## src/rtl/if_id_if.sv

```systemverilog
`default_nettype none
// ============================================================================
// Module   : if_id_if
// Purpose  : Fetch/decode bus bundle between the fetch side and the D stage.
// Revision : 1.0
// ============================================================================
interface if_id_if;
    logic [31:0] pcF;
    logic        inst_reqF;
    logic [31:0] inst_rdata;
    logic        stallD;
    logic        flushD;
    logic        branch_jumpD;
    logic [31:0] instrD;
    logic [31:0] pcD;
    logic [31:0] pc_plus4D;
    logic        validD;
    logic        in_delayslotD;
    logic        adelD;

    modport master (
        output pcF, inst_reqF, inst_rdata, stallD, flushD, branch_jumpD,
        input  instrD, pcD, pc_plus4D, validD, in_delayslotD, adelD
    );

    modport slave (
        input  pcF, inst_reqF, inst_rdata, stallD, flushD, branch_jumpD,
        output instrD, pcD, pc_plus4D, validD, in_delayslotD, adelD
    );
endinterface
`default_nettype wire

```

## src/rtl/if_id_stage.sv

```systemverilog
`default_nettype none
// ============================================================================
// Module   : if_id_stage
// Purpose  : IF->D pipeline register with stall hold buffer, flush and
//            delay-slot / fetch-alignment tracking.
// Revision : 1.0
// ============================================================================
module if_id_stage #(
    parameter logic [31:0] RESET_PC = 32'hbfc00000
) (
    input  wire logic   clk,
    input  wire logic   rst,
    if_id_if.slave      bus
);

    typedef enum logic [0:0] {
        ST_DIRECT = 1'b0,
        ST_HELD   = 1'b1
    } state_t;

    state_t      state_q, state_d;
    logic [31:0] pc_q,    pc_d;
    logic [31:0] hold_q,  hold_d;
    logic        valid_q, valid_d;
    logic        ds_q,    ds_d;

    always_ff @(posedge clk) begin
        if (rst) begin
            state_q <= ST_DIRECT;
            pc_q    <= RESET_PC;
            hold_q  <= 32'd0;
            valid_q <= 1'b0;
            ds_q    <= 1'b0;
        end else begin
            state_q <= state_d;
            pc_q    <= pc_d;
            hold_q  <= hold_d;
            valid_q <= valid_d;
            ds_q    <= ds_d;
        end
    end

    always_comb begin
        state_d = state_q;
        pc_d    = pc_q;
        hold_d  = hold_q;
        valid_d = valid_q;
        ds_d    = ds_q;
        if (bus.flushD) begin
            valid_d = 1'b0;
            ds_d    = 1'b0;
            state_d = ST_DIRECT;
        end else if (bus.stallD) begin
            // SRAM data is only valid in the first D cycle; latch it then.
            if (state_q == ST_DIRECT && valid_q) begin
                state_d = ST_HELD;
                hold_d  = bus.inst_rdata;
            end
        end else begin
            pc_d    = bus.pcF;
            valid_d = bus.inst_reqF;
            ds_d    = valid_q & bus.branch_jumpD;
            state_d = ST_DIRECT;
        end
    end

    logic w_adel;
    assign w_adel = valid_q & (pc_q[1:0] != 2'b00);

    always_comb begin
        bus.instrD = 32'd0;
        if (valid_q && !w_adel) begin
            bus.instrD = (state_q == ST_HELD) ? hold_q : bus.inst_rdata;
        end
    end

    assign bus.pcD           = pc_q;
    assign bus.pc_plus4D     = pc_q + 32'd4;
    assign bus.validD        = valid_q;
    assign bus.in_delayslotD = ds_q;
    assign bus.adelD         = w_adel;

endmodule
`default_nettype wire

```

## src/flat_wrapper.sv

```systemverilog
// flat-port wrapper written by rule: the top's interface ports become plain ports
module if_id_stage_flat 
#(
    parameter logic [31:0] RESET_PC = 32'hbfc00000
)
  (clk, rst, bus_pcF, bus_inst_reqF, bus_inst_rdata, bus_stallD, bus_flushD, bus_branch_jumpD, bus_instrD, bus_pcD, bus_pc_plus4D, bus_validD, bus_in_delayslotD, bus_adelD);
  if_id_if bus_i ();
  input  wire logic clk;
  input  wire logic rst;
  input wire logic [$bits(bus_i.pcF)-1:0] bus_pcF;
  input wire logic [$bits(bus_i.inst_reqF)-1:0] bus_inst_reqF;
  input wire logic [$bits(bus_i.inst_rdata)-1:0] bus_inst_rdata;
  input wire logic [$bits(bus_i.stallD)-1:0] bus_stallD;
  input wire logic [$bits(bus_i.flushD)-1:0] bus_flushD;
  input wire logic [$bits(bus_i.branch_jumpD)-1:0] bus_branch_jumpD;
  output wire logic [$bits(bus_i.instrD)-1:0] bus_instrD;
  output wire logic [$bits(bus_i.pcD)-1:0] bus_pcD;
  output wire logic [$bits(bus_i.pc_plus4D)-1:0] bus_pc_plus4D;
  output wire logic [$bits(bus_i.validD)-1:0] bus_validD;
  output wire logic [$bits(bus_i.in_delayslotD)-1:0] bus_in_delayslotD;
  output wire logic [$bits(bus_i.adelD)-1:0] bus_adelD;
  assign bus_i.pcF = bus_pcF;
  assign bus_i.inst_reqF = bus_inst_reqF;
  assign bus_i.inst_rdata = bus_inst_rdata;
  assign bus_i.stallD = bus_stallD;
  assign bus_i.flushD = bus_flushD;
  assign bus_i.branch_jumpD = bus_branch_jumpD;
  assign bus_instrD = bus_i.instrD;
  assign bus_pcD = bus_i.pcD;
  assign bus_pc_plus4D = bus_i.pc_plus4D;
  assign bus_validD = bus_i.validD;
  assign bus_in_delayslotD = bus_i.in_delayslotD;
  assign bus_adelD = bus_i.adelD;
  if_id_stage #(.RESET_PC(RESET_PC)) u_core (.clk(clk), .rst(rst), .bus(bus_i));
endmodule
```

## config.mk

```make
export PLATFORM = sky130hd
export DESIGN_NAME = if_id_stage_flat
export DESIGN_NICKNAME = d
export VERILOG_FILES = /design/src/rtl/if_id_if.sv /design/src/rtl/if_id_stage.sv /design/src/flat_wrapper.sv
export SDC_FILE = /design/constraint.sdc
export NUM_CORES = 1
export LEC_CHECK = 0
export CAP_MARGIN = 10
export CORE_MARGIN = 1.5
export CORE_UTILIZATION = 41
export CTS_CLUSTER_DIAMETER = 30
export DETAILED_ROUTE_END_ITERATION = 8
export GPL_ROUTABILITY_DRIVEN = 0
export HOLD_SLACK_MARGIN = 0.02
export PLACE_DENSITY = 0.81
export RECOVER_POWER = 25
export SYNTH_ARGS = -nofsm -noshare
export SYNTH_HDL_FRONTEND = slang
export SYNTH_SLANG_ARGS = --single-unit
```

## constraint.sdc

```tcl
create_clock -name clk -period 1.6 [get_ports clk]
set_input_delay 0.16 -clock clk [delete_from_list [all_inputs] [get_ports clk]]
set_output_delay 0.16 -clock clk [all_outputs]
set_load 0.01 [all_outputs]
```

# Word level (Yosys, flattened, before mapping)
# Index checks and enable logic that the tools add are counted.
[totals]
reg_bits = 67
latch_bits = 0
ram_bits = 0
mem_bits_ro = 0
in_bits = 70
output_inout_bits = 99
wordCells = 21
mem_count = 0
[classes]
addsub = 1
n_mul = 0
n_div = 0
order_cmp = 0
eq_ne = 0
shift = 0
n_mux = 2
n_bitwise = 5
reduce_logical = 8
[ops]
columns = ["op", "count"]
rows = [
  ["32-bit 2-to-1 mux", 2],
  ["32-bit by 3-bit adder with 32-bit output, second input constant", 1],
  ["1-bit NOT", 3],
  ["3-bit AND reduction", 1],
  ["3-bit OR reduction", 1],
  ["1-bit AND", 2],
  ["1-bit logical AND", 2],
  ["2-bit AND reduction", 1],
  ["2-bit nonzero test", 1],
  ["2-bit OR reduction", 1],
  ["1-bit logical NOT", 1],
]

# Longest topological paths before layout
# Gate-level depths: netlist of run 1.
[depth]
word_depth = 5
mapped_depth = 6
ltp_nobuf = 5

# Least setup slack after synthesis of run 1
# Ideal clock, no wire load.
[synth_path]
kind = "reg2out"
from = "reg u_core.pc_q[2] (netlist: u_core.bus.pcD[2])"
to = "out bus_pc_plus4D[18]"
t_arrival_ns = 1.536
required_time_ns = 1.440
slack_ns = -0.096
stages_incl_launch_ff = 6
n_path_buf = 0
path_cell_list = "dfxtp_1 > ha_1 > nand3_1 > nor4_4 > nand4_1 > xnor2_1"
[synth_via]
elab_chain_len = 1
[synth_rtl]
columns = ["element", "line", "rtl"]
rows = [
  ["start: declaration", "if_id_stage.sv:22", "logic [31:0] pc_q, pc_d;"],
  ["start signal: assignment", "if_id_stage.sv:36", "pc_q <= pc_d;"],
  ["32-bit by 3-bit adder with 32-bit output", "if_id_stage.sv:78", "assign bus.pc_plus4D = pc_q + 32'd4;"],
  ["end: declaration", "flat_wrapper.sv:18", "output wire logic [$bits(bus_i.pc_plus4D)-1:0] bus_pc_plus4D;"],
]
# No other way between the ends.

# Final worst setup path of run 1
[layout_path]
from = "reg u_core.pc_q[4] (netlist: u_core.bus.pcD[4])"
to = "out bus_pc_plus4D[29]"
# The elaborated chain is that of the path after synthesis.

==> qor.csv, run 1 <==
stage;metric;value;unit
critical_path;cp_cell_sequence;buf_6, nand4_1, nor3_2, buf_4, nand4b_1, xnor2_1, buf_2;
critical_path;rr_startpoint;u_core.bus.validD$_SDFFE_PP0N_;
worst_hold_path;min_path_type;in2reg;
power_and_ir_drop;leakage;2.55;nW
synth;syn_area;3420;µm²
route;wl_met3;905;µm
sta;fin_worst_skew;6.75;ps
grt;grt_pass1_vias;3817;
sta;post-route-min-period;1970;ps
critical_path;crit_slowest_cell;dfxtp_4;
critical_path;r2r-end;u_core.hold_q[4]$_SDFFE_PP0P_;
grt;overflow;0;
critical_path;end_kind;output pin;
grt;track_usage;26.5;%
synth;synth_area_per_cell;7.61;µm²
sta;setup_violations;34;
layout;layout-drive-gt1-share;34.2;%
grt;grt_pass1_wl;18400;µm
floorplanning;start_util;42.1;%
floorplanning;die_x;94.4;µm
floorplanning;core_area;8130;µm²
critical_path;r2r_cells;7;
power_and_ir_drop;p_total;3.80;mW
route;wl_met2;6780;µm
cts;cts_tree;built;
synth;synth_top_area_cell;dfxtp_1;
power_and_ir_drop;pwr-share-comb;23.1;%
sta;slew_viol_final;0;
layout;antenna_cells;0;
synth;synth_top_area_share;39.2;%
route;drt-initial-drc-count;130;
power_and_ir_drop;pwr-share-clk;30.8;%
route;drt-total-wl;12800;µm
grt;antenna_found_initial;0;
route;m1WireLength;4930;µm
sta;rsz0062_at_grt;true;
sta;finalHoldViolations;0;
layout;layoutNonFillerInstCount;793;
outcome;violations;negative setup slack;
cts;cts_made_buffers;9;
layout;n_fill_cell;549;
synth;ys_warn_count;0;
critical_path;crit_family;simple AND/OR/NAND/NOR gates;
synth;synth.most_common_cell;nand2_1;
cts;root_buffer;clkbuf_8;
route;drc;0;
place;dp_slack;-478;ps
sta;finalWorstSetupSlack;-369;ps
cts;h-tree-depth;3;
floorplanning;die_area;8910;µm²
cts;clkTransAtPathRegs;70;ps
place;dpl.cell_count;750;
place;dp_hpwl;8080;µm
route;wl_per_cell;16.2;µm
synth;synth_common_cells;nand2_1, dfxtp_1, a21oi_1;
route;top_layer;met4;
synth;syn-num-nets;521;
power_and_ir_drop;power_frac_seq;46.1;%
critical_path;crit_arrival;1810;ps
route;via_per_inst;5.23;
route;drtAntennaViolNets;0;
cts;clock_latency;330;ps
critical_path;crit_end;bus_pc_plus4D[29];
critical_path;r2r_setup_slack;10;ps
layout;synthToLayoutAreaGrowth;85.3;%
critical_path;worst-setup-path-type;reg2out;
power_and_ir_drop;internal_power;2.78;mW
flow_run;max-cap-violations;0;
critical_path;critical_path.max_fanout;7;
critical_path;startpoint;u_core.bus.pcD[4]$_SDFFE_PP0P_;
synth;synth_edf_count;0;
sta;tns;-7170;ps
cts;cts_sinks;67;
route;drt_first_pass_iters;5;
sta;tightest_slew;338;ps
synth;syn_inst;450;
layout;nNetsFinal;757;
place;port_buffers;168;
synth;ys_seq_elements;67;
sta;slew_headroom;76.8;%
power_and_ir_drop;p_switching;1.02;mW
synth;async_reset_ff_share;0;%
sta;max_freq;508;MHz
critical_path;required;1440;ps
critical_path;cp-start-kind;flop;
cts;ctsHoldBuffers;0;
cts;clockBufferDepth;2;
power_and_ir_drop;powerDensity;599;nW/µm²
grt;grt_max_degree;36;
synth;ys_types;33;
synth;ys_seq_area_share;39.2;%
synth;synth_area_leaders;dfxtp_1, nand2_1, mux2i_1;
floorplanning;row_count;33;
floorplanning;pin_count;169;
critical_path;crit_cells;7;
power_and_ir_drop;peakVddDrop;514;µV
power_and_ir_drop;p_sw_share;26.9;%
route;route.vias.total;4144;
synth;synth_flop_cell;dfxtp_1;
critical_path;worst-path-buf-inv;3;
sta;period_share;123;%
floorplanning;die_h;94.4;µm
critical_path;max_stage_delay;380;ps
outcome;outcome;finished with violations;
## registers in the layout (all words and copies together) (netlist names)
name                      cells
u_core.bus.in_delayslotD      1
u_core.bus.pcD               32
u_core.bus.validD             1
u_core.hold_q                32
u_core.state_q                1
## layout by cell type, fill, tap and decap left out, types with 7 or more instances in the layout
| cell | Yosys | layout |
|---|---|---|
| nand3b_1 | 9 | 9 |
| nor2_4 | 0 | 21 |
| clkbuf_8 | 0 | 10 |
| a21oi_1 | 56 | 56 |
| nand4_1 | 12 | 12 |
| buf_6 | 1 | 37 |
| buf_2 | 10 | 39 |
| xnor2_1 | 26 | 20 |
| dlygate4sd2_1 | 0 | 7 |
| buf_4 | 2 | 54 |
| nor2_1 | 38 | 15 |
| mux2i_1 | 32 | 24 |
| dfxtp_2 | 0 | 9 |
| dfxtp_1 | 67 | 52 |
| nand2_1 | 139 | 135 |
| buf_12 | 0 | 8 |
| clkdlybuf4s50_1 | 0 | 93 |
## metrics by stage
stage / area (µm²) / hold slack (ps) / util, %
finish: 6350 / 164 / 78.0
global route: 6350 / 174 / 78.0
CTS: 5950 / 147 / 73.2
detailed placement: 5700 / 448 / 70.1
global placement: 5700 / 442 / 70.1
floorplan: 3490 / 237 / -
## cells by family after synthesis
| logic type | count (synthesis) | synth area share (%) |
|---|---|---|
| DFF | 67 | 39.2 |
| xor gates and xnor gates | 28 | 7.16 |
| adders and majority gates | 1 | 0.365 |
| muxes | 32 | 9.35 |
| and+or+nand+nor | 232 | 31.1 |
| AOI/OAI and AO/OA | 57 | 8.40 |
| buffers and inverters | 33 | 4.42 |
## per-layer routing
metal,global-route usage (%),up-vias
li1,-,1966
met1,30.3,1949
met2,48.0,207
met3,4.83,22
met4,11.6,0
met5,0,-
## power groups by stage
stage | logic [mW] | clock network [mW] | registers [mW]
after global placement | 0.801 | 0 | 1.78
after floorplan | 0.239 | 0 | 1.83
after detailed placement | 0.815 | 0 | 1.79
after global routing | 0.939 | 1.25 | 1.76
final | 0.879 | 1.17 | 1.75
after CTS | 0.811 | 1.19 | 1.75
## cell type report
type	count	area, µm²	area share, %
clock inverters	3	17.5	0.276
repair buffers	257	2400	37.8
multi-input cells	350	2280	35.9
inverters	1	3.75	0.0591
well taps	105	131	2.07
clock buffers	10	138	2.17
flip-flops and latches	67	1380	21.7
## worst reg2reg max path: stages (launching register included)
cell and delay (ps):
dfxtp_1 370, clkbuf_1 230, nand2_1 110, buf_4 160, nor3_4 200, buf_4 230
nand2_1 70, a21oi_1 140
## repair_timing
item                                    in CTS  in global routing
resized for setup                          289                 92
pin swaps                                   27                 40
setup buffers                               15                 14
cloned                                       4                  0
endpoints found under the setup margin      67                 57
## worst min-delay path by stage
stage | start | to | cells past startpoint
floorplan | bus_flushD | u_core.state_q$_SDFFE_PP0P_ | 1
global placement | u_core.hold_q[9]$_SDFFE_PP0P_ | u_core.hold_q[9]$_SDFFE_PP0P_ | 2
detailed placement | u_core.hold_q[9]$_SDFFE_PP0P_ | u_core.hold_q[9]$_SDFFE_PP0P_ | 2
CTS | rst | u_core.hold_q[27]$_SDFFE_PP0P_ | 2
global route | rst | u_core.hold_q[28]$_SDFFE_PP0P_ | 2
finish | rst | u_core.hold_q[24]$_SDFFE_PP0P_ | 2
Note: power is estimated with default switching activity, not from simulation.
==> run 2, diff against run 1 <==
--- a/config.mk
+++ b/config.mk
@@ -5,7 +5,6 @@
 export SDC_FILE = /design/constraint.sdc
 export NUM_CORES = 1
 export LEC_CHECK = 0
-export CAP_MARGIN = 10
 export CORE_MARGIN = 1.5
 export CORE_UTILIZATION = 41
 export CTS_CLUSTER_DIAMETER = 30
==> results of run 2 <==
The final DEF is identical to that of run 1; final timing and power are the same.
